===== src/rtl/rs_select_arbiter_pkg.sv =====
// Shared constants and FSM encoding for the RS issue/allocate arbiter.
package rs_select_arbiter_pkg;

   localparam int RS_SIZE_DEF = 16;
   localparam int RS_BIT_DEF  = 4;

   typedef enum logic {
      IDLE = 1'b0,
      HOLD = 1'b1
   } issue_state_t;

endpackage


===== src/rtl/rs_prio_pick.sv =====
// Rotated find-first-set: first set bit of req at or after base, wrapping; purely combinational.
// N must be 2**W so the index arithmetic wraps for free.
module rs_prio_pick #(
   parameter int N = 16,
   parameter int W = 4
) (
   input  logic [N-1:0] req,
   input  logic [W-1:0] base,
   output logic         found,
   output logic [W-1:0] idx
);

   logic [W-1:0] pos;

   always_comb begin
      found = 1'b0;
      idx   = '0;
      pos   = '0;
      for (int k = 0; k < N; k++) begin
         pos = base + W'(k);
         if (!found && req[pos]) begin
            found = 1'b1;
            idx   = pos;
         end
      end
   end

endmodule


===== src/rtl/rs_select_arbiter.sv =====
// RS issue/allocate arbiter: one registered issue pick per cycle held under valid/ready, plus a reserved free slot.
// New eligibility is presented one edge later; rdy_in=0 freezes everything, exe_ready_in=0 holds the current pick.
module rs_select_arbiter
   import rs_select_arbiter_pkg::*;
#(
   parameter int RS_SIZE = RS_SIZE_DEF,
   parameter int RS_BIT  = RS_BIT_DEF,
   parameter int RR_MODE = 1
) (
   input  logic              clk_in,
   input  logic              rst_in,
   input  logic              rdy_in,
   input  logic              clear_in,
   input  logic [RS_SIZE-1:0] busy_in,
   input  logic [RS_SIZE-1:0] prepared_in,
   input  logic              exe_ready_in,
   input  logic              alloc_req_in,
   output logic              fire_valid_out,
   output logic [RS_BIT-1:0] fire_entry_out,
   output logic              alloc_valid_out,
   output logic [RS_BIT-1:0] alloc_entry_out,
   output logic              full_out,
   output logic [RS_BIT:0]   free_cnt_out
);

   localparam logic [RS_SIZE-1:0] ONE = {{(RS_SIZE-1){1'b0}}, 1'b1};

   function automatic logic [RS_BIT:0] popcount(input logic [RS_SIZE-1:0] v);
      logic [RS_BIT:0] cnt;
      cnt = '0;
      for (int i = 0; i < RS_SIZE; i++)
         cnt = cnt + {{RS_BIT{1'b0}}, v[i]};
      return cnt;
   endfunction

   issue_state_t       state_q, state_d;
   logic [RS_BIT-1:0]  rr_ptr, rr_d;
   logic [RS_SIZE-1:0] issued_mask, issued_d;
   logic [RS_SIZE-1:0] alloc_mask, alloc_mask_d;
   logic               fire_valid_d;
   logic [RS_BIT-1:0]  fire_entry_d;

   logic [RS_SIZE-1:0] fire_oh, eligible, free_set;
   logic [RS_BIT-1:0]  issue_base, iss_idx, alloc_idx;
   logic               iss_found, alloc_found, alloc_take;

   // The presented entry and the one just accepted stay out of selection until the RS updates them.
   assign fire_oh    = fire_valid_out ? (ONE << fire_entry_out) : '0;
   assign eligible   = busy_in & prepared_in & ~issued_mask & ~fire_oh;
   assign issue_base = (RR_MODE != 0) ? rr_ptr : '0;
   assign alloc_take = alloc_req_in && alloc_valid_out && !clear_in;

   always_comb begin
      free_set = ~busy_in;
      if (!clear_in) begin
         free_set = free_set & ~alloc_mask;
         if (alloc_take)
            free_set = free_set & ~(ONE << alloc_entry_out);
      end
   end

   rs_prio_pick #(.N(RS_SIZE), .W(RS_BIT)) u_issue_pick (
      .req   (eligible),
      .base  (issue_base),
      .found (iss_found),
      .idx   (iss_idx)
   );

   rs_prio_pick #(.N(RS_SIZE), .W(RS_BIT)) u_alloc_pick (
      .req   (free_set),
      .base  ('0),
      .found (alloc_found),
      .idx   (alloc_idx)
   );

   always_comb begin
      state_d      = state_q;
      fire_valid_d = fire_valid_out;
      fire_entry_d = fire_entry_out;
      rr_d         = rr_ptr;
      issued_d     = '0;
      alloc_mask_d = '0;
      if (clear_in) begin
         state_d      = IDLE;
         fire_valid_d = 1'b0;
         rr_d         = '0;
      end else begin
         case (state_q)
            IDLE: begin
               if (iss_found) begin
                  state_d      = HOLD;
                  fire_valid_d = 1'b1;
                  fire_entry_d = iss_idx;
               end
            end
            HOLD: begin
               if (exe_ready_in) begin
                  issued_d = ONE << fire_entry_out;
                  if (RR_MODE != 0)
                     rr_d = fire_entry_out + RS_BIT'(1);
                  if (iss_found) begin
                     fire_entry_d = iss_idx;
                  end else begin
                     state_d      = IDLE;
                     fire_valid_d = 1'b0;
                  end
               end
            end
            default: state_d = IDLE;
         endcase
         if (alloc_take)
            alloc_mask_d = ONE << alloc_entry_out;
      end
   end

   always_ff @(posedge clk_in or posedge rst_in) begin
      if (rst_in) begin
         state_q         <= IDLE;
         fire_valid_out  <= 1'b0;
         fire_entry_out  <= '0;
         alloc_valid_out <= 1'b0;
         alloc_entry_out <= '0;
         free_cnt_out    <= '0;
         rr_ptr          <= '0;
         issued_mask     <= '0;
         alloc_mask      <= '0;
      end else if (rdy_in) begin
         state_q         <= state_d;
         fire_valid_out  <= fire_valid_d;
         fire_entry_out  <= fire_entry_d;
         alloc_valid_out <= alloc_found;
         alloc_entry_out <= alloc_idx;
         free_cnt_out    <= popcount(free_set);
         rr_ptr          <= rr_d;
         issued_mask     <= issued_d;
         alloc_mask      <= alloc_mask_d;
      end
   end

   assign full_out = !alloc_valid_out;

endmodule


===== config.mk =====
export PLATFORM = sky130hd
export DESIGN_NAME = rs_select_arbiter
export DESIGN_NICKNAME = d
export VERILOG_FILES = /design/src/rtl/rs_select_arbiter_pkg.sv /design/src/rtl/rs_prio_pick.sv /design/src/rtl/rs_select_arbiter.sv
export SDC_FILE = /design/constraint.sdc
export NUM_CORES = 1
export LEC_CHECK = 0
export CAP_MARGIN = 20
export CORE_MARGIN = 8
export CORE_UTILIZATION = 40
export CTS_CLUSTER_SIZE = 16
export DETAILED_ROUTE_END_ITERATION = 8
export GPL_TIMING_DRIVEN = 1
export PLACE_DENSITY_LB_ADDON = 0.25
export SYNTH_ARGS = -nofsm -noshare
export SYNTH_HDL_FRONTEND = slang
export SYNTH_SLANG_ARGS = --single-unit

===== constraint.sdc =====
create_clock -name clk_in -period 4.9 [get_ports clk_in]
set_clock_uncertainty 0.2 [all_clocks]
set_input_delay 0.735 -clock clk_in [delete_from_list [all_inputs] [get_ports clk_in]]
set_output_delay 0.735 -clock clk_in [all_outputs]
set_load 0.02 [all_outputs]

Word-level counts from Yosys, hierarchy flattened
Cells that the tools add are included.
- bits in registers: 52
- bits in latches: 0
- RAM bits: 0
- bits in read-only memories: 0
- input bits: 38
- output and inout port bits: 16
- logic and storage cells: 261
- memories kept: 0
- add/sub/neg operators: 31
- multiply operators: 0
- div/mod/pow operators: 0
- order comparisons: 16
- equal/unequal tests: 4
- shift operators: 2
- multiplexer cells: 118
- bitwise gates (word level): 12
- reduce and logical (&&, ||, !) cells: 69
- operators with widths (kind ; number):
    $mux W16 ; 8
    $mux W4 ; 29
    $and A16 B16 Y16 ; 5
    $lt A4 B5 Y1 const B ; 16
    $not A16 Y16 ; 5
    $bmux W1 S4 ; 16
    $mux W1 ; 56
    $add A5 B1 Y5 ; 11
    $add A4 B4 Y4 const B ; 8
    $logic_and A1 B1 Y1 ; 32
    $logic_not A1 Y1 ; 32
    $shl A1 B4 Y16 const A ; 2
    $add A4 B3 Y4 const B ; 4
    $mux W3 ; 4
    $ne A3 B3 Y1 const B ; 3
    $add A4 B1 Y4 const B ; 2
    $add A4 B2 Y4 const B ; 2
    $pmux W4 S2 ; 1
    $reduce_and A3 Y1 ; 2
    $add A4 B1 Y5 ; 1
    $add A3 B1 Y4 ; 1
    $mux W2 ; 2
    $pmux W1 S2 ; 2
    $reduce_and A4 Y1 ; 1
    5 further kinds ; 7

Longest topological paths before layout
Gate-level depths: netlist (run 1).
- depth after elaboration: 56
- mapped depth: 19
- gate-level depth less buffers: 18

Cells and area by module
Synthesis (run 1) repeated with hierarchy kept, for this count alone.
- cell total of the unflattened synthesis: 857
- area total of the unflattened synthesis: 8029.0 µm²
- modules (own cells, without submodules) (module ; instances ; cells an instance ; area an instance (µm²)):
    rs_prio_pick ; 2 ; 280 ; 2472.4
    rs_select_arbiter ; 1 ; 297 ; 3084.2

Worst setup path before layout (run 1)
Ideal clock, no wire load.
- kind: input port to flip-flop
- start point: in clear_in
- end point: reg free_cnt_out[2]
- setup time: 0.125 ns
- arrival: 5.136 ns
- required time: 4.575 ns
- slack: -0.561 ns
- cell stages on the path: 18
- path buffers: 1
- cell sequence: clkbuf_1 nor4bb_1 nor2b_1 a21oi_1 nor2_1 or2_2 inv_1 fa_1 fa_1 inv_1 fa_1 inv_1 fa_1 ha_1 inv_1 fa_1 xnor2_1 mux2_2
- word-level cells in the longest chain between the ends: 19
- RTL lines (element ; line ; RTL):
    from (decl) ; rs_select_arbiter.sv:13 ; input logic clear_in,
    $logic_not A1 Y1 ; n/a ;
    $logic_and A1 B1 Y1 ; rs_select_arbiter.sv:51 ; assign alloc_take = alloc_req_in && alloc_valid_out && !clear_in;
    $mux W16 ; rs_select_arbiter.sv:57 ; if (alloc_take)
    $mux W16 * ; rs_select_arbiter.sv:55 ; if (!clear_in) begin
    $add A1 B1 Y2 ; rs_select_arbiter.sv:32 ; cnt = cnt + {{RS_BIT{1'b0}}, v[i]};
    $add A2 B1 Y3 ; rs_select_arbiter.sv:32 ;
    $add A3 B1 Y4 ; rs_select_arbiter.sv:32 ;
    $add A4 B1 Y5 ; rs_select_arbiter.sv:32 ;
    $add A5 B1 Y5 (10 in a row) ; rs_select_arbiter.sv:32 ;
    $add A5 B1 Y5 * ; rs_select_arbiter.sv:32 ;
    to (signal assigned) ; rs_select_arbiter.sv:133 ; free_cnt_out <= popcount(free_set);
    to (decl) ; rs_select_arbiter.sv:23 ; output logic [RS_BIT:0] free_cnt_out
Every way passes the cells marked *; elsewhere a longest branch is shown, timed or not.
A chain may end at the register's enable or synchronous reset.

Worst setup path after layout (run 1)
Ends and elaborated chain as after synthesis.

==> impl_metrics.py, run 1 <==
metrics = {
    "setup_path": {
        "timing_worst_setup_path_type": "input pin to register",
        "worst-endpoint-required_ps": 4890,
        "worstSetupStartpointType": "input pin",
        "worstSetupEndpointType": "register",
        "signal_arrival_time_at_the_worst_endpoint_ps": 4900,
        "reg2reg_slack_ps": 50,
        "cp_max_fo": 4,
    },
    "detailed_routing": {
        "antenna_violating_nets_post_route": 0,
        "post_drt_via_cell_ratio": 5.774,
        "drt_drc_violations_left": 0,
        "drt_first_pass_iters": 4,
        "drt_iter0_markers": 431,
        "num_vias": 5133,
        "detail_route.wl_per_cell_um": 19.49,
        "totalWireLength_um": 17330,
    },
    "grt": {
        "grt_pass1_wl_um": 28110,
        "grt_antenna_before_repair": 0,
        "grt_max_degree": 39,
        "globalRouteTotalUtil_pct": 19.50,
        "overflow": 0,
        "first_global_vias": 5178,
    },
    "finish": {
        "diodes": 0,
        "post_route_cells_drive_above_1_share_pct": 20.87,
        "nets": 776,
        "layout.core_utilization_pct": 49.33,
        "layout.cells.most_common_list": "64 x sky130_fd_sc_hd__inv_1, 52 x sky130_fd_sc_hd__dfrtp_1, 51 x sky130_fd_sc_hd__buf_4",
        "final_common_cell": "sky130_fd_sc_hd__inv_1",
        "layout-area-overhead-vs-synth_pct": 22.59,
    },
    "status": {
        "failed_checks": "setup timing",
        "run_status": "finished with violations",
    },
    "place": {
        "routability_driven_placement_congestion_ratio": 0.9266,
        "dpl.hpwl_um": 13760,
        "port_buffers": 53,
    },
    "clocking": {
        "cts_max_path_buffers": 2,
        "cts_root_buffer": "sky130_fd_sc_hd__clkbuf_16",
        "clock_tree.htree_level_count": 2,
        "cts_buffers": 5,
        "worstSkewPairLatency_ps": 300,
        "cts_num_sinks": 52,
        "cts_tree": "yes",
        "clk_pin_slew_ps": 70,
        "postCtsHoldBufs": 0,
    },
    "timing": {
        "fmaxAchievable_mhz": 203.4,
        "timing.max_slew.rel_slack_pct": 62.49,
        "min_period_ps": 4916,
        "whs_ps": 312.6,
        "hold_viol_final": 0,
        "finalSetupViolCount": 1,
        "grt_setup_unrepaired": "yes",
        "transition_time_at_the_pin_with_the_least_slew_margin_ps": 558.6,
        "fin_tns_setup_ps": -15.53,
        "timing.final.max_slew_violations": 0,
        "final.setup.worst_slack_ps": -15.53,
        "period_share_pct": 100.3,
    },
    "synthesis": {
        "postSynthRegisterBits": 52,
        "share_of_synthesized_registers_carrying_an_async_set_or_reset_pct": 100.0,
        "synth.avg_cell_area_um2": 8.784,
        "synth-edff-count": 0,
        "postSynthNetCount": 694,
        "synth_cell_type_count": 78,
        "yosys_warnings": 0,
        "post_synth_top_flop": "sky130_fd_sc_hd__dfrtp_1",
        "synth.area.top_cells": "sky130_fd_sc_hd__dfrtp_1 24%, sky130_fd_sc_hd__mux4_2 6.6%, sky130_fd_sc_hd__mux2_2 5.9%, sky130_fd_sc_hd__mux2i_1 5.3%, sky130_fd_sc_hd__inv_1 4.7%",
        "synth.cell_area_um2": 5499,
        "synth_top_area_share_pct": 23.66,
        "synth_largest_area_cell": "sky130_fd_sc_hd__dfrtp_1",
        "synth.yosys.seq_area_share_pct": 23.66,
        "synth_cells": 626,
    },
    "floorplanning": {
        "core_region_area_um2": 13670,
        "fp.dieArea_um2": 17760,
        "die-width_um": 133.3,
        "vertical_die_dimension_um": 133.3,
        "initial_utilization_pct": 40.24,
        "num_io_pins": 54,
        "rows": 43,
    },
    "power": {
        "p_leak_nw": 2.770,
        "ir_worst_vdd_mv": 0.2976,
        "cellPowerDensity_nw_per_um2": 488.8,
    },
    "job": {
        "max_cap_viol_count": 0,
    },
    "hold_path": {
        "class_of_the_tightest_hold_or_removal_check": "register to register",
    },
}
## worst max-delay path: stages
cell,delay [ps]
sky130_fd_sc_hd__buf_8,110
sky130_fd_sc_hd__nor4bb_4,350
sky130_fd_sc_hd__buf_4,190
sky130_fd_sc_hd__nand3_4,90
sky130_fd_sc_hd__a21oi_4,150
sky130_fd_sc_hd__or2_4,150
sky130_fd_sc_hd__inv_2,40
sky130_fd_sc_hd__fa_1,470
sky130_fd_sc_hd__fa_1,550
sky130_fd_sc_hd__inv_1,50
sky130_fd_sc_hd__fa_1,490
sky130_fd_sc_hd__inv_2,40
sky130_fd_sc_hd__fa_1,500
sky130_fd_sc_hd__ha_2,200
sky130_fd_sc_hd__inv_2,50
sky130_fd_sc_hd__fa_2,370
sky130_fd_sc_hd__xnor2_1,130
sky130_fd_sc_hd__mux2_2,250
## per-stage QoR
| stage | setup slack (ps) | cell area, µm² | instances | power (mW) |
|---|---|---|---|---|
| after CTS | -42.24 | 6704 | 889 | 3.272 |
| after global placement | -737.2 | 6523 | 878 | 2.856 |
| after detailed placement | -792.1 | 6523 | 878 | 2.884 |
| after global routing | -179.0 | 6741 | 889 | 3.534 |
| after floorplan | -164.2 | 5580 | 626 | 2.279 |
| final | -15.53 | 6741 | 889 | 3.296 |
## registers in the layout, indices dropped and copies added, names as in the netlist
signal           count
free_cnt_out         5
alloc_valid_out      1
fire_entry_out       4
issue_base           4
issued_mask         16
alloc_mask          16
fire_valid_out       1
alloc_entry_out      4
state_q              1
## per-layer routing
layer	GRT usage [%]	vias up	wire length, µm
met5	0	-	0
met4	5.864	0	418
met3	2.974	25	957
met2	31.47	183	7996
met1	26.29	2473	7956
li1	-	2452	-
## worst paths after layout
kind / depth (start not counted) / endpoint / from
max: 18 / free_cnt_out[2] / clear_in
min: 1 / alloc_mask[9] / alloc_mask[9]
max reg2reg: 17 / free_cnt_out[2] / alloc_entry_out[3]
min reg2reg: 1 / alloc_mask[9] / alloc_mask[9]
max in group asynchronous: 3 / alloc_mask[5] / rst_in
min in group asynchronous: 2 / issued_mask[5] / rst_in
## kinds of logic (layout without fill, tap and decap cells)
family	Yosys count	in the layout	share of synthesized area (%)
muxes	80	80	19.70
buffers and inverters	100	183	7.486
xor gates and xnor gates	12	12	2.184
DFF	52	52	23.66
AOI/OAI and AO/OA	149	149	17.70
adders and majority gates	30	30	8.191
and+or+nand+nor	203	203	21.07
## where the power goes
part	switching, mW	leakage, nW	internal, mW
sequential	0.0955	0.699	0.482
combinational	1.33	2.00	1.02
clock	0.176	0.0702	0.191
## layout make-up
class / instances / area [µm²]
clock inverter: 3 / 21.27
fill: 1326 / 6924
timing repair buffer: 104 / 914.6
sequential: 52 / 1301
multi-input combinational: 474 / 3887
clock buffer: 5 / 125.1
tap: 180 / 225.2
inverter: 71 / 266.5
## cells in the mapped netlist (6+ instances only)
cell type                   count
sky130_fd_sc_hd__nor3_1         8
sky130_fd_sc_hd__buf_4          6
sky130_fd_sc_hd__ha_1          20
sky130_fd_sc_hd__nor2b_1       15
sky130_fd_sc_hd__nand4_1       11
sky130_fd_sc_hd__mux4_2        16
sky130_fd_sc_hd__clkbuf_1      15
sky130_fd_sc_hd__nand2_1       32
sky130_fd_sc_hd__and3_1         8
sky130_fd_sc_hd__fa_1          10
sky130_fd_sc_hd__a31oi_1        9
sky130_fd_sc_hd__nor2_1        46
sky130_fd_sc_hd__mux2i_1       29
sky130_fd_sc_hd__nand3_1       23
sky130_fd_sc_hd__o21ai_0       28
sky130_fd_sc_hd__o2111ai_1      7
sky130_fd_sc_hd__o21bai_1       8
sky130_fd_sc_hd__o22ai_1       23
sky130_fd_sc_hd__xnor2_1        9
sky130_fd_sc_hd__inv_1         69
sky130_fd_sc_hd__mux2_2        29
sky130_fd_sc_hd__nand2b_1      14
sky130_fd_sc_hd__dfrtp_1       52
sky130_fd_sc_hd__a21oi_1       31
## timing repair
item                                    4_1_cts  5_1_grt
setup buffers                                 3        0
resized for setup                            15       11
pin swaps                                    10       12
endpoints found under the setup margin        5        4
No activity file was read; power rests on OpenSTA's default activity.
==> inputs of run 2 (changes only) <==
--- a/config.mk
+++ b/config.mk
@@ -6,8 +6,9 @@
 export NUM_CORES = 1
 export LEC_CHECK = 0
 export CAP_MARGIN = 20
-export CORE_MARGIN = 8
+export CORE_MARGIN = 10
 export CORE_UTILIZATION = 40
+export CTS_CLUSTER_DIAMETER = 50
 export CTS_CLUSTER_SIZE = 16
 export DETAILED_ROUTE_END_ITERATION = 8
 export GPL_TIMING_DRIVEN = 1
==> run 2 against run 1 <==
Register-to-register slack gained 60 ps. Critical endpoint unchanged. Die area grew 6.1%. Final area down 0.24%. The flow now finishes without violations.
==> impl_metrics.py, run 2 (same netlist as run 1, synthesis figures left out) <==
metrics = {
    "status": {
        "run_status": "complete, no violations",
    },
    "floorplanning": {
        "initial_utilization_pct": 41.20,
        "vertical_die_dimension_um": 137.3,
        "num_io_pins": 54,
        "core_region_area_um2": 13350,
        "fp.dieArea_um2": 18840,
        "die-width_um": 137.3,
        "rows": 42,
    },
    "place": {
        "port_buffers": 53,
        "dpl.hpwl_um": 14400,
        "preCtsSetupSlack_ps": -777.1,
        "routability_driven_placement_congestion_ratio": 0.9875,
    },
    "grt": {
        "global_route.peak_usage_layer": "met2",
        "grtUsageMet3_pct": 3.460,
        "grt_antenna_before_repair": 0,
        "first_global_vias": 5329,
        "groute.layer.met1.usage_pct": 27.02,
        "globalRouteTotalUtil_pct": 19.74,
        "globalRouteMet2Util_pct": 31.04,
        "overflow": 0,
        "grt_pass1_wl_um": 29540,
        "grt_max_degree": 46,
    },
    "clocking": {
        "worstSkewPairLatency_ps": 300,
        "cts_max_path_buffers": 2,
        "cts_num_sinks": 52,
        "clk_pin_slew_ps": 80,
        "cts_root_buffer": "sky130_fd_sc_hd__clkbuf_16",
        "clock_tree.htree_level_count": 2,
        "cts_tree": "yes",
        "cts_buffers": 5,
    },
    "setup_path": {
        "reg2reg_depth": 16,
        "worstSetupEndpointType": "register",
        "timing_worst_setup_path_type": "input pin to register",
        "cp_max_fo": 4,
        "reg2reg_slack_ps": 110,
        "worst-endpoint-required_ps": 4890,
        "worstSetupStartpointType": "input pin",
        "signal_arrival_time_at_the_worst_endpoint_ps": 4850,
    },
    "finish": {
        "layout.core_utilization_pct": 50.38,
        "n_fill_cell": 1301,
        "final_common_cell": "sky130_fd_sc_hd__inv_1",
        "largest_registers": "alloc_mask x16, issued_mask x16, free_cnt_out x5",
        "nets": 778,
        "layout-area-overhead-vs-synth_pct": 22.30,
        "post_route_cells_drive_above_1_share_pct": 20.39,
        "diodes": 0,
        "layout.cells.most_common_list": "67 x sky130_fd_sc_hd__inv_1, 54 x sky130_fd_sc_hd__buf_4, 52 x sky130_fd_sc_hd__dfrtp_1",
    },
    "detailed_routing": {
        "drt_iter0_markers": 480,
        "detail_route.wl_per_cell_um": 20.66,
        "antenna_violating_nets_post_route": 0,
        "drt_drc_violations_left": 0,
        "post_drt_via_cell_ratio": 5.988,
        "totalWireLength_um": 18320,
        "drt_first_pass_iters": 5,
        "num_vias": 5311,
    },
    "timing": {
        "min_period_ps": 4856,
        "transition_time_at_the_pin_with_the_least_slew_margin_ps": 804.4,
        "whs_ps": 313.7,
        "finalSetupViolCount": 0,
        "final.setup.worst_slack_ps": 43.89,
        "timing.max_slew.rel_slack_pct": 46.37,
        "hold_viol_final": 0,
        "fmaxAchievable_mhz": 205.9,
        "timing.final.max_slew_violations": 0,
        "period_share_pct": 99.10,
        "grt_setup_unrepaired": "yes",
    },
    "power": {
        "p_leak_nw": 2.781,
        "cellPowerDensity_nw_per_um2": 494.1,
        "ir_worst_vdd_mv": 0.2504,
    },
    "hold_path": {
        "class_of_the_tightest_hold_or_removal_check": "register to register",
        "hold-path-cell-count": 2,
    },
    "job": {
        "max_cap_viol_count": 0,
    },
}
[run 2: cell types whose count changed in the layout (fill, tap and decap cells not counted), sizes merged]
cell / before / now
buf: 54 / 56
[run 2: path summary, 6_finish.rpt]
path | start | endpoint
setup / recovery | alloc_req_in | free_cnt_out[2]
hold / removal | free_cnt_out[4] | free_cnt_out[4]
setup reg to reg | alloc_entry_out[3] | free_cnt_out[2]
hold reg to reg | free_cnt_out[4] | free_cnt_out[4]
max in group asynchronous | rst_in | alloc_mask[7]
min in group asynchronous | rst_in | free_cnt_out[0]
[run 2: critical path, stage by stage]
cell,delay [ps]
sky130_fd_sc_hd__buf_4,100
sky130_fd_sc_hd__nor4bb_4,340
sky130_fd_sc_hd__nor2b_4,230
sky130_fd_sc_hd__a31oi_1,90
sky130_fd_sc_hd__nor2_1,180
sky130_fd_sc_hd__nor2_2,80
sky130_fd_sc_hd__fa_1,530
sky130_fd_sc_hd__fa_1,530
sky130_fd_sc_hd__inv_1,50
sky130_fd_sc_hd__fa_1,480
sky130_fd_sc_hd__inv_1,50
sky130_fd_sc_hd__fa_1,480
sky130_fd_sc_hd__ha_2,190
sky130_fd_sc_hd__inv_2,40
sky130_fd_sc_hd__fa_2,340
sky130_fd_sc_hd__xnor2_1,140
sky130_fd_sc_hd__mux2_2,260
[run 2: power breakdown]
| part | leakage, nW | total [mW] | switching [mW] | internal (mW) |
|---|---|---|---|---|
| combinational | 2.01 | 2.39 | 1.38 | 1.01 |
| sequential | 0.699 | 0.566 | 0.0836 | 0.482 |
| clock | 0.0702 | 0.366 | 0.175 | 0.191 |
| total | 2.78 | 3.32 | 1.64 | 1.68 |
[run 2: area by class of cell]
| type | count | area, µm² | share of cell area, % |
|---|---|---|---|
| Tap cell | 176 | 220.2 | 3.274 |
| Clock inverter | 3 | 21.27 | 0.3163 |
| Timing Repair Buffer | 106 | 930.9 | 13.84 |
| Sequential cell | 52 | 1301 | 19.35 |
| Inverter | 71 | 266.5 | 3.963 |
| Clock buffer | 5 | 125.1 | 1.860 |
| Multi-Input combinational cell | 474 | 3860 | 57.40 |
[run 2: through the flow]
step / TNS [ps] / std cells / power (mW) / area, µm²
after floorplan: -242.9 / 626 / 2.279 / 5580
after global placement: -2742 / 869 / 2.881 / 6480
after CTS: 0 / 882 / 3.294 / 6661
final: 0 / 887 / 3.323 / 6725
after global routing: -199.9 / 887 / 3.564 / 6725
after detailed placement: -3148 / 869 / 2.906 / 6480
[run 2: repair_timing]
item / CTS / global route
hold buffers: 0 / 0
buffers inserted: 5 / 5
resized for setup: 12 / 8
pin swaps: 7 / 12
setup endpoints to repair: 5 / 4
[run 2: metal layers]
| metal | part of all wire, % | vias to the layer above | routed length (µm) |
|---|---|---|---|
| li1 | - | 2464 | - |
| met1 | 45 | 2583 | 8301 |
| met2 | 46 | 226 | 8430 |
| met3 | 6.3 | 38 | 1159 |
| met4 | 2.4 | 0 | 432 |
| met5 | 0 | - | 0 |
==> inputs of run 3 (changes only) <==
--- a/config.mk
+++ b/config.mk
@@ -7,7 +7,7 @@
 export LEC_CHECK = 0
 export CAP_MARGIN = 20
 export CORE_MARGIN = 10
-export CORE_UTILIZATION = 40
+export CORE_UTILIZATION = 28
 export CTS_CLUSTER_DIAMETER = 50
 export CTS_CLUSTER_SIZE = 16
 export DETAILED_ROUTE_END_ITERATION = 8
==> run 3 against run 2 <==
Sequential share of layout area fell by 0.36 points. Non-clock buffer count fell by 1. Sequential power rose by 2%. Register-to-register slack got worse by 60 ps. Largest cell class unchanged. Global-route usage fell by 5.2 points. Largest power group unchanged. Worst setup slack got worse by 31 ps. Count of clock-buffer cells in the layout did not move. Die area rose by 36%. Final area rose by 2.0%. First-iteration DRC count fell by 15%. Critical path depth rose by 1.
==> impl_metrics.py, run 3 (same netlist as run 1, synthesis figures left out) <==
metrics = {
    "detailed_routing": {
        "drt_first_pass_iters": 5,
        "totalWireLength_um": 18930,
        "drt_drc_violations_left": 0,
        "num_vias": 5206,
        "antenna_violating_nets_post_route": 0,
        "detail_route.wl_per_cell_um": 19.42,
        "post_drt_via_cell_ratio": 5.339,
        "drt_iter0_markers": 410,
    },
    "clocking": {
        "cts_buffers": 5,
        "cts_num_sinks": 52,
        "cts_tree": "yes",
        "cts_max_path_buffers": 2,
        "cts_root_buffer": "sky130_fd_sc_hd__clkbuf_16",
        "clk_pin_slew_ps": 80,
        "worstSkewPairLatency_ps": 300,
        "clock_tree.htree_level_count": 2,
    },
    "finish": {
        "post_route_cells_drive_above_1_share_pct": 21.55,
        "nets": 777,
        "layout-area-overhead-vs-synth_pct": 24.76,
        "fin_cells": 975,
        "largest_registers": "alloc_mask x16, issued_mask x16, free_cnt_out x5",
        "final_common_cell": "sky130_fd_sc_hd__inv_1",
        "layout.cells.most_common_list": "63 x sky130_fd_sc_hd__inv_1, 51 x sky130_fd_sc_hd__dfrtp_1, 51 x sky130_fd_sc_hd__buf_4",
        "design_area_um2": 6860,
        "layout.core_utilization_pct": 35.37,
        "diodes": 0,
    },
    "power": {
        "ir_worst_vdd_mv": 0.1673,
        "p_leak_nw": 2.772,
        "totalPowerFinal_mw": 3.350,
        "cellPowerDensity_nw_per_um2": 488.4,
    },
    "place": {
        "routability_driven_placement_congestion_ratio": 0.8770,
        "placedInstanceArea_um2": 6621,
        "dpl.hpwl_um": 14980,
        "place.detailed.instances": 962,
        "preCtsSetupSlack_ps": -738.2,
        "port_buffers": 53,
    },
    "floorplanning": {
        "fp.dieArea_um2": 25640,
        "num_io_pins": 54,
        "initial_utilization_pct": 28.35,
        "die-width_um": 160.1,
        "rows": 51,
        "vertical_die_dimension_um": 160.1,
        "core_region_area_um2": 19400,
    },
    "grt": {
        "overflow": 0,
        "grtUsageMet3_pct": 1.825,
        "globalRouteTotalUtil_pct": 14.49,
        "grt_antenna_before_repair": 0,
        "groute.layer.met1.usage_pct": 19.70,
        "first_global_vias": 5221,
        "grt_pass1_wl_um": 30300,
        "grt_max_degree": 53,
        "global_route.peak_usage_layer": "met2",
        "globalRouteMet2Util_pct": 23.84,
    },
    "setup_path": {
        "worstSetupStartpointType": "input pin",
        "worst-endpoint-required_ps": 4890,
        "cp_max_fo": 3,
        "crit_path_start": "clear_in",
        "timing_worst_setup_path_type": "input pin to register",
        "crit-reg2reg-launch": "alloc_entry_out[3]",
        "worstSetupEndpointType": "register",
        "signal_arrival_time_at_the_worst_endpoint_ps": 4880,
    },
    "status": {
        "run_status": "complete, no violations",
    },
    "job": {
        "max_cap_viol_count": 0,
    },
    "timing": {
        "whs_ps": 312.0,
        "finalSetupViolCount": 0,
        "transition_time_at_the_pin_with_the_least_slew_margin_ps": 802.5,
        "hold_viol_final": 0,
        "fmaxAchievable_mhz": 204.6,
        "timing.max_slew.rel_slack_pct": 46.50,
        "timing.final.max_slew_violations": 0,
        "fin_tns_setup_ps": 0,
        "final.setup.worst_slack_ps": 12.62,
        "min_period_ps": 4887,
        "grt_setup_unrepaired": "yes",
        "period_share_pct": 99.74,
    },
    "hold_path": {
        "class_of_the_tightest_hold_or_removal_check": "register to register",
        "worst_min_path_start": "alloc_mask[8]",
    },
}
-- run 3: per-layer routing --
layer,wire length [µm],up-vias,share of wire [%]
li1,-,2450,-
met3,728,19,3.8
met2,9014,160,48
met4,236,0,1.2
met1,8950,2577,47
met5,0,-,0
-- run 3: report_power, final --
group          internal (mW)  switching [mW]  leakage (nW)
registers              0.482          0.0971         0.697
clock network          0.191           0.175        0.0660
logic                   1.02            1.39          2.01
total                   1.69            1.66          2.77
-- run 3: final timing paths --
| kind | depth (start not counted) | end | slack [ps] |
|---|---|---|---|
| min reg2reg | 1 | alloc_mask[8] | 310 |
| min | 1 | alloc_mask[8] | 310 |
| min in group asynchronous | 3 | free_cnt_out[0] | 740 |
| max reg2reg | 16 | free_cnt_out[2] | 50 |
| max in group asynchronous | 3 | alloc_entry_out[3] | 3250 |
| max | 18 | free_cnt_out[2] | 10 |
-- run 3: area by class of cell --
class | instances | area, µm²
Sequential cell | 52 | 1303
Timing Repair Buffer | 105 | 925.9
Fill cell | 2030 | 12540
Clock buffer | 5 | 125.1
Clock inverter | 3 | 23.77
Tap cell | 265 | 331.6
Inverter | 71 | 266.5
Multi-Input combinational cell | 474 | 3885
-- run 3: critical path, cell delays in order --
cell,delay [ps]
sky130_fd_sc_hd__buf_8,110
sky130_fd_sc_hd__buf_6,100
sky130_fd_sc_hd__nand3b_1,210
sky130_fd_sc_hd__nor3_4,200
sky130_fd_sc_hd__a21oi_2,90
sky130_fd_sc_hd__o21bai_1,200
sky130_fd_sc_hd__inv_1,80
sky130_fd_sc_hd__fa_1,530
sky130_fd_sc_hd__inv_2,40
sky130_fd_sc_hd__fa_1,470
sky130_fd_sc_hd__fa_1,570
sky130_fd_sc_hd__inv_2,40
sky130_fd_sc_hd__fa_1,500
sky130_fd_sc_hd__ha_2,190
sky130_fd_sc_hd__inv_2,40
sky130_fd_sc_hd__fa_2,350
sky130_fd_sc_hd__xnor2_1,130
sky130_fd_sc_hd__mux2_4,250
-- run 3: timing repair --
action | 4_1_cts | 5_1_grt
setup buffers | 2 | 3
pin swaps | 11 | 5
hold buffers | 0 | 0
endpoints found under the setup margin | 4 | 4
gates resized for setup | 19 | 10
